## config.mk

```make
export PLATFORM = sky130hd
export DESIGN_NAME = eci_word_to_pkt_asm
export DESIGN_NICKNAME = d
export VERILOG_FILES = /design/src/rtl/eci_cmd_defs.sv /design/src/rtl/eci_word_to_pkt_asm.sv
export SDC_FILE = /design/constraint.sdc
export NUM_CORES = 1
export LEC_CHECK = 0
export ABC_AREA = 1
export BUFFER_PORTS_ARGS = -buffer_cell sky130_fd_sc_hd__buf_2
export CORE_AREA = 5 5 457 459
export CTS_BUF_LIST = sky130_fd_sc_hd__clkbuf_8
export CTS_CLUSTER_DIAMETER = 40
export DETAILED_ROUTE_END_ITERATION = 7
export DIE_AREA = 0 0 462 464
export PLACE_DENSITY_LB_ADDON = 0.3
export SLEW_MARGIN = 15
export SYNTH_ARGS = -nofsm -noshare
export SYNTH_HDL_FRONTEND = slang
export SYNTH_SLANG_ARGS = --single-unit
```

## constraint.sdc

```tcl
create_clock -name clk -period 11.05 [get_ports clk]
set_input_delay 1.105 -clock clk [delete_from_list [all_inputs] [get_ports clk]]
set_output_delay 1.105 -clock clk [all_outputs]
set_load 0.02 [all_outputs]
```

## src/rtl/eci_cmd_defs.sv

```systemverilog
// ECI command word definitions shared by the receive packetization path.
// Provides the 64-bit ECI word type and the packet-size counter width.
// Only the generic command view is described; other opcode views overlay the same bits.
package eci_cmd_defs;

  localparam int ECI_WORD_WIDTH        = 64;
  // Wide enough to hold the largest packet length (17 words).
  localparam int ECI_PACKET_SIZE_WIDTH = 5;

  typedef struct packed {
    logic [4:0]  opcode;
    logic        xb1;
    logic [5:0]  hreq_id;
    logic [3:0]  dmask;     // one bit per sub-cache-line carried after the header
    logic        ns;
    logic [46:0] rsvd;
  } eci_generic_cmd_t;

  typedef union packed {
    eci_generic_cmd_t                generic_cmd;
    logic [ECI_WORD_WIDTH-1:0]       raw;
  } eci_word_t;

endpackage

```

## src/rtl/eci_word_to_pkt_asm.sv

```systemverilog
// Purpose: assembles a header plus its dmask-derived data words into one parallel ECI packet.
// Latency: last word accepted in cycle N-1 -> ds_valid_o in cycle N (single-word packet: cycle 1).
// Backpressure: us_ready_o drops only while a packet is held FULL and ds_ready_i is low.
//
// Ports:
//   clk, reset            : clock, synchronous active-high reset
//   us_word_i/us_vc_i     : upstream ECI word and its VC tag, valid/ready handshake
//   ds_pkt_o/ds_size_o    : assembled packet (word k at [64k+63:64k]) and its word count
//   ds_vc_o               : VC latched from the header, valid/ready handshake on ds_valid_o
//   err_o                 : one-cycle VC-mismatch pulse, only with ECI_PKT_ASM_VC_CHECK_EN
//                           defined; constant 0 otherwise
module eci_word_to_pkt_asm
  import eci_cmd_defs::*;
#(
  parameter int MAX_PKT_WORDS = 17,
  parameter int VC_W          = 5
) (
  input  logic                             clk,
  input  logic                             reset,
  input  logic [ECI_WORD_WIDTH-1:0]        us_word_i,
  input  logic [VC_W-1:0]                  us_vc_i,
  input  logic                             us_valid_i,
  output logic                             us_ready_o,
  output logic [MAX_PKT_WORDS*64-1:0]      ds_pkt_o,
  output logic [ECI_PACKET_SIZE_WIDTH-1:0] ds_size_o,
  output logic [VC_W-1:0]                  ds_vc_o,
  output logic                             ds_valid_o,
  input  logic                             ds_ready_i,
  output logic                             err_o
);

  localparam int IDX_W = $clog2(MAX_PKT_WORDS);
  localparam int SW    = ECI_PACKET_SIZE_WIDTH;

  typedef enum logic [1:0] {
    S_IDLE    = 2'd0,
    S_COLLECT = 2'd1,
    S_FULL    = 2'd2
  } state_e;

  state_e          state_q, state_d;
  logic [IDX_W-1:0] idx_q,  idx_d;
  logic [SW-1:0]   size_q,  size_d;
  logic [VC_W-1:0] vc_q,    vc_d;
  logic [63:0]     buf_q [MAX_PKT_WORDS];
  logic [63:0]     buf_d [MAX_PKT_WORDS];

  eci_word_t       in_word;
  logic [2:0]      dmask_ones;
  logic [SW-1:0]   num_words;
  logic            hdr_take;

  assign in_word = us_word_i;

  // Header length: one header word plus four words per set dmask bit.
  always_comb begin
    dmask_ones = 3'($countones(in_word.generic_cmd.dmask));
    num_words  = SW'({dmask_ones, 2'b00}) + SW'(1);
  end

  // FULL is the only state that can refuse a word; freeing it through ds_ready_i
  // in the same cycle lets the next header land with no dead cycle.
  assign us_ready_o = (state_q != S_FULL) || ds_ready_i;
  assign ds_valid_o = (state_q == S_FULL);
  assign ds_size_o  = size_q;
  assign ds_vc_o    = vc_q;

  always_comb begin
    state_d  = state_q;
    idx_d    = idx_q;
    size_d   = size_q;
    vc_d     = vc_q;
    buf_d    = buf_q;
    hdr_take = 1'b0;

    case (state_q)
      S_IDLE: begin
        hdr_take = us_valid_i;
      end
      S_COLLECT: begin
        if (us_valid_i) begin
          buf_d[idx_q] = us_word_i;
          if (idx_q == IDX_W'(size_q - SW'(1))) begin
            state_d = S_FULL;
            idx_d   = '0;
          end else begin
            idx_d = idx_q + 1'b1;
          end
        end
      end
      S_FULL: begin
        if (ds_ready_i) begin
          state_d  = S_IDLE;
          // The held packet leaves on this edge, so word 0 may be reused now.
          hdr_take = us_valid_i;
        end
      end
      default: begin
        state_d = S_IDLE;
      end
    endcase

    if (hdr_take) begin
      buf_d[0] = in_word;
      size_d   = num_words;
      vc_d     = us_vc_i;
      if (num_words == SW'(1)) begin
        state_d = S_FULL;
        idx_d   = '0;
      end else begin
        state_d = S_COLLECT;
        idx_d   = IDX_W'(1);
      end
    end
  end

  always_ff @(posedge clk) begin
    if (reset) begin
      state_q <= S_IDLE;
      idx_q   <= '0;
      size_q  <= '0;
      vc_q    <= '0;
    end else begin
      state_q <= state_d;
      idx_q   <= idx_d;
      size_q  <= size_d;
      vc_q    <= vc_d;
    end
  end

  // Payload storage carries no reset; words beyond ds_size_o are don't-care.
  always_ff @(posedge clk) begin
    buf_q <= buf_d;
  end

  for (genvar k = 0; k < MAX_PKT_WORDS; k++) begin : g_pkt
    assign ds_pkt_o[64*k +: 64] = buf_q[k];
  end

`ifdef ECI_PKT_ASM_VC_CHECK_EN
  logic err_q, err_d;

  // Data words must share the header's VC; a mismatch is flagged but the word is kept.
  always_comb begin
    err_d = (state_q == S_COLLECT) && us_valid_i && (us_vc_i != vc_q);
  end

  always_ff @(posedge clk) begin
    if (reset) begin
      err_q <= 1'b0;
    end else begin
      err_q <= err_d;
    end
  end

  assign err_o = err_q;
`else
  assign err_o = 1'b0;
`endif

endmodule

```

==> impl_metrics.env, run 1 <==
export IMPL_dieArea_sq_um=214000
export IMPL_synth_common_cells="edfxtp_1, inv_1, nor2_1"
export IMPL_seq_area_frac_synth_pct=96.0
export IMPL_synth_cells=1387
export IMPL_antenna_found_initial=21
export IMPL_yosysMostFrequentCell="edfxtp_1"
export IMPL_maxCapViolations=0
export IMPL_n_fill_cell=21300
export IMPL_worst_r2r_setup_slack_ps=7810
export IMPL_core_area_sq_um=204000
export IMPL_setup_viol=0
export IMPL_layout_drive_gt1_share_pct=52.1
export IMPL_worstMarginPinSlew_ps=1070
export IMPL_die_h_um=464
export IMPL_initial_core_util_pct=16.9
export IMPL_synth_edff_count=1088
export IMPL_place_hpwl_um=93700
export IMPL_synth_seq_cells=1104
export IMPL_drtIter0Drc=1452
export IMPL_cts_resized=0
export IMPL_numCtsBuffers=200
export IMPL_setup_slack_ps=7810
export IMPL_power_density_nw_per_um2=186
export IMPL_grt_overflow_total=0
export IMPL_viasPerCell=3.43
export IMPL_leakagePower_nw=17.8
export IMPL_clk_insertion_delay_late_ps=920
export IMPL_pre_cts_slack_ps=6960
export IMPL_synthTopCellsByArea="edfxtp_1, dfxtp_1, inv_1"
export IMPL_synth_distinct_cells=27
export IMPL_finalCriticalPeriod_ps=3240
export IMPL_multiInputGateArea_sq_um=1080
export IMPL_intPower_mw=6.84
export IMPL_ctsHoldBuffers=0
export IMPL_instances_no_fill=5633
export IMPL_cts_root_buf="clkbuf_8"
export IMPL_area_growth_syn_to_layout_pct=39.4
export IMPL_wl_per_cell_um=23.7
export IMPL_fmax_mhz=309
export IMPL_p_switching_mw=2.06
export IMPL_port_buffers=1171
export IMPL_maxSlewHeadroom_pct=28.8
export IMPL_end_kind="register"
export IMPL_grt_usage_pct=11.8
export IMPL_p_comb_share_pct=3.9
export IMPL_cts_sinks=1104
export IMPL_fin_crit_sh_pct=29.3
export IMPL_final_util_pct=23.5
export IMPL_drc=0
export IMPL_synth_top_cell_by_area="edfxtp_1"
export IMPL_grt_max_degree=44
export IMPL_cp_start_kind="register"
export IMPL_async_flop_share_pct=0
export IMPL_p_sw_share_pct=23.1
export IMPL_clock_skew_ps=44.1
export IMPL_die_w_um=462
export IMPL_rsz0062_at_grt="false"
export IMPL_io_pins=1174
export IMPL_ir_drop_mv=0.112
export IMPL_crit_fanout=43
export IMPL_seqPwrFrac_pct=52.6
export IMPL_outcome="complete, no violations"
export IMPL_htree_num_levels=4
export IMPL_clk_path_buf_depth=3
export IMPL_clk_pin_slew_ps=60
export IMPL_rows=166
export IMPL_detail_route_antenna_nets=0
export IMPL_worst_setup_path_type="reg2reg"
export IMPL_syn_avg_cell_area_sq_um=24.8
export IMPL_worstPathArrival_ps=3740
export IMPL_synth_flop_cell="edfxtp_1"
export IMPL_netlist_area_sq_um=34400
export IMPL_cts_tree="built"
export IMPL_wl_um=134000
export IMPL_seq_area_sq_um=33000
export IMPL_gp_congestion=0.750
export IMPL_drt_pass1_iter_count=5
export IMPL_synth_top_cell_area_share_pct=95.0
export IMPL_totalPowerFinal_mw=8.90
export IMPL_finalHoldViolCount=0
export IMPL_fin_setup_tns_ps=0
export IMPL_maxSlewViolCount=0
export IMPL_grt_pass1_wl_um=173000
export IMPL_dp_cells=5270
export IMPL_via_count=19300
export IMPL_nNetsFinal=2865
export IMPL_pwr_share_clk_pct=43.5
export IMPL_postCtsSetupBuffers=0
export IMPL_yosys_warnings=0
export IMPL_cp_data_required_time_ps=11560
export IMPL_hold_class="in2reg"
export IMPL_grt_pass1_vias=19900
worst max-delay path, stage by stage, from the launching register on:
cell	delay [ps]
dfxtp_1	350
inv_1	80
nor2_2	110
nand2_2	130
inv_1	180
nand2_1	270
nor2_4	830
buf_4	790
registers in the layout, indices dropped and copies added (netlist names):
name and flops:
ds_vc_o 5, ds_pkt_o 1088, ds_size_o 4, idx_q 5, state_q 2
cells in the final DEF (no fill, tap or decap), drive strengths merged:
cell         n
clkinv      61
inv        149
diode       12
bufinv      16
buf       1205
nand2       32
nor3         2
clkbuf     204
conb         2
xor2         1
dfxtp       16
nand3       11
ha           7
o21ai       13
edfxtp    1088
xnor2        1
fa           1
clkinvlp     7
nor2       102
o22ai        1
nand4        2
a21oi       11
nor4         1
worst paths after layout:
kind,start,endpoint,cells past startpoint
setup / recovery,state_q[0]$_SDFFE_PP0P_,ds_pkt_o[889]$_DFFE_PP_,7
hold / removal,us_vc_i[3],ds_vc_o[3]$_SDFFE_PP0P_,3
setup reg to reg,state_q[0]$_SDFFE_PP0P_,ds_pkt_o[889]$_DFFE_PP_,7
hold reg to reg,ds_vc_o[0]$_SDFFE_PP0P_,ds_vc_o[0]$_SDFFE_PP0P_,2
routing by layer:
| metal | track usage [%] | share of wire, % | vias up |
|---|---|---|---|
| li1 | - | - | 8195 |
| met1 | 13.1 | 37 | 9747 |
| met2 | 20.1 | 49 | 1188 |
| met3 | 5.36 | 11 | 206 |
| met4 | 3.98 | 2.6 | 2 |
| met5 | 0 | 0.0052 | - |
final cells by class:
class / count / share of cell area [%]
clock buffers: 204 / 5.86
repair buffers: 1205 / 12.8
inverters: 86 / 0.684
diodes: 12 / 0.0627
flip-flops and latches: 1104 / 68.9
clock inverters: 147 / 2.49
well taps: 2688 / 7.02
multi-input cells: 187 / 2.25
metrics by stage:
| step | hold slack (ps) | instance area [sq um] |
|---|---|---|
| after floorplan | 514 | 34400 |
| after global placement | 473 | 43900 |
| after detailed placement | 484 | 43900 |
| after CTS | 267 | 47900 |
| after global routing | 331 | 47900 |
| final | 462 | 47900 |
logic make-up after synthesis:
group / Yosys count / share of synthesized area [%]
buffers and inverters: 97 / 1.24
adder cells (fa/ha/maj): 8 / 0.313
AND/OR/NAND/NOR: 150 / 2.01
flip-flops: 1104 / 96.0
other: 1 / 0.0109
AO/OA/AOI/OAI: 25 / 0.400
XOR/XNOR: 2 / 0.0510
power groups by stage:
stage          clock (mW)  sequential, mW  combinational (mW)
6_report             3.87            4.68               0.348
5_1_grt              4.21            4.68               0.379
4_1_cts              4.02            4.68               0.365
3_5_place_dp            0            4.77               0.365
3_3_place_gp            0            4.77               0.363
2_1_floorplan           0            4.82              0.0828
Power figures use the tool's default switching activity.
==> inputs of run 2 (changes only) <==
--- a/config.mk
+++ b/config.mk
@@ -7,11 +7,11 @@
 export LEC_CHECK = 0
 export ABC_AREA = 1
 export BUFFER_PORTS_ARGS = -buffer_cell sky130_fd_sc_hd__buf_2
-export CORE_AREA = 5 5 457 459
+export CORE_AREA = 5 5 453 455
 export CTS_BUF_LIST = sky130_fd_sc_hd__clkbuf_8
 export CTS_CLUSTER_DIAMETER = 40
 export DETAILED_ROUTE_END_ITERATION = 7
-export DIE_AREA = 0 0 462 464
+export DIE_AREA = 0 0 458 460
 export PLACE_DENSITY_LB_ADDON = 0.3
 export SLEW_MARGIN = 15
 export SYNTH_ARGS = -nofsm -noshare
==> constraint.sdc (replaced) <==
create_clock -name clk -period 2.92 [get_ports clk]
set_input_delay 0.292 -clock clk [delete_from_list [all_inputs] [get_ports clk]]
set_output_delay 0.292 -clock clk [all_outputs]
set_load 0.02 [all_outputs]
==> impl_metrics.env, run 2 (same netlist as run 1, synthesis figures left out) <==
export IMPL_pwr_share_clk_pct=43.5
export IMPL_cts_sinks=1104
export IMPL_leakagePower_nw=18.3
export IMPL_drtIter0Drc=1399
export IMPL_instances_no_fill=5714
export IMPL_hold_class="in2reg"
export IMPL_highest_layer="met5"
export IMPL_detail_route_antenna_nets=0
export IMPL_nNetsFinal=2956
export IMPL_fmax_mhz=421
export IMPL_viasPerCell=3.44
export IMPL_die_h_um=460
export IMPL_grt_pass1_wl_um=176000
export IMPL_drc=0
export IMPL_via_count=19700
export IMPL_io_pins=1174
export IMPL_antenna_found_initial=23
export IMPL_gp_congestion=0.753
export IMPL_path_cells="dlygate4sd3_1, buf_2, inv_1, fa_1, inv_1, ha_1, ha_1, nor3_1, o22ai_1, inv_1, a21oi_1, dlygate4sd3_1"
export IMPL_worst_path_stages=12
export IMPL_crit_fanout=2
export IMPL_grt_max_degree=65
export IMPL_hold_path_cell_count=4
export IMPL_place_hpwl_um=89400
export IMPL_outcome="complete, no violations"
export IMPL_grt_overflow_total=0
export IMPL_cpPeakStageDelay_ps=550
export IMPL_final_common_cell="buf_2"
export IMPL_cts_root_buf="clkbuf_8"
export IMPL_maxSlewViolCount=0
export IMPL_die_w_um=458
export IMPL_p_comb_share_pct=4.2
export IMPL_p_sw_share_pct=23.8
export IMPL_cts_resized=0
export IMPL_drt_pass1_iter_count=5
export IMPL_worst_setup_path_type="in2reg"
export IMPL_finalCriticalPeriod_ps=2380
export IMPL_grt_usage_pct=12.2
export IMPL_place_area_sq_um=44200
export IMPL_final_cell_area_sq_um=49100
export IMPL_core_area_sq_um=201000
export IMPL_crit_buf_inv=6
export IMPL_grt_pass1_vias=20700
export IMPL_area_growth_syn_to_layout_pct=42.9
export IMPL_maxSlewHeadroom_pct=41.5
export IMPL_clock_skew_ps=52.7
export IMPL_slowest_stage="dlygate4sd3_1"
export IMPL_dr_wl_met2_um=62700
export IMPL_seqPwrFrac_pct=52.2
export IMPL_wl_um=135000
export IMPL_cp_start_kind="input pin"
export IMPL_most_common_layout_cells="buf_2, edfxtp_1, clkbuf_8, inv_1, dlygate4sd3_1"
export IMPL_r2r_cells=4
export IMPL_rsz0062_at_grt="false"
export IMPL_largest_reg_flops=1088
export IMPL_wl_per_cell_um=23.6
export IMPL_setup_viol=0
export IMPL_dieArea_sq_um=211000
export IMPL_fin_crit_sh_pct=81.4
export IMPL_hold_slack_ps=185
export IMPL_numCtsBuffers=201
export IMPL_worstPathArrival_ps=3200
export IMPL_power_density_nw_per_um2=690
export IMPL_wl_met3_um=14600
export IMPL_htree_num_levels=4
export IMPL_clk_path_buf_depth=3
export IMPL_port_buffers=1171
export IMPL_dp_cells=5263
export IMPL_crit_path_frequent_cell="inv_1"
export IMPL_finalHoldViolCount=0
export IMPL_maxCapViolations=0
export IMPL_cts_tree="built"
export IMPL_drt_met1_wl_um=52800
export IMPL_critical_path_top_delay_family="buffers and inverters"
export IMPL_worstMarginPinSlew_ps=875
export IMPL_end_kind="register"
export IMPL_ir_drop_mv=0.402
export IMPL_p_switching_mw=8.08
export IMPL_cp_data_required_time_ps=3740
export IMPL_rows=165
export IMPL_layout_drive_gt1_share_pct=50.9
export IMPL_clk_insertion_delay_late_ps=930
export IMPL_clk_pin_slew_ps=70
export IMPL_initial_core_util_pct=17.1
export IMPL_intPower_mw=25.8
-- run 2: repair_timing --
item                                    4_1_cts  5_1_grt
endpoints found under the hold margin      1102        0
hold buffers                                 81        0
setup buffers                                 0        0
endpoints found under the setup margin        0        0
-- run 2: through the flow --
step	setup slack (ps)	TNS (ps)	utilization, %	power (mW)
finish	543	0	24.5	33.9
global route	391	0	24.4	35.3
CTS	442	0	24.4	34.5
detailed placement	508	0	22.0	19.4
global placement	467	0	22.0	19.4
floorplan	-462	-33060	-	18.6
-- run 2: path summary, 6_finish.rpt --
kind	startpoint	end	slack [ps]
max reg2reg	idx_q[2]$_SDFFE_PP0P_	ds_pkt_o[537]$_DFFE_PP_	560
min	us_vc_i[0]	ds_vc_o[0]$_SDFFE_PP0P_	180
max	us_word_i[51]	idx_q[0]$_SDFFE_PP0P_	540
min reg2reg	ds_vc_o[3]$_SDFFE_PP0P_	ds_vc_o[3]$_SDFFE_PP0P_	490
-- run 2: worst reg2reg max path, delay by kind of cell (launching register included) --
| kind | cells | cell delay [ps] |
|---|---|---|
| buffers and inverters | 2 | 470 |
| DFF | 1 | 400 |
| and+or+nand+nor | 2 | 1130 |
-- run 2: power groups by stage --
stage	logic [mW]	clock network (mW)	registers, mW
2_1_floorplan	0.320	0	18.3
3_3_place_gp	1.39	0	18.0
3_5_place_dp	1.40	0	18.0
4_1_cts	1.49	15.3	17.7
5_1_grt	1.56	16.1	17.7
6_report	1.44	14.8	17.7
-- run 2: routing by layer --
layer  up-vias  GRT usage, %
li1       8391             -
met1      9776          14.1
met2      1237          19.5
met3       247          5.49
met4         2          5.15
met5         -             0
-- run 2: layout make-up --
type	count	area [sq um]
Inverter	86	330
Antenna cell	7	17.5
Multi-Input combinational cell	187	1090
Fill cell	20800	152000
Clock inverter	162	1300
Sequential cell	1104	33000
Timing Repair Buffer	1295	7270
Tap cell	2672	3340
Clock buffer	201	2770
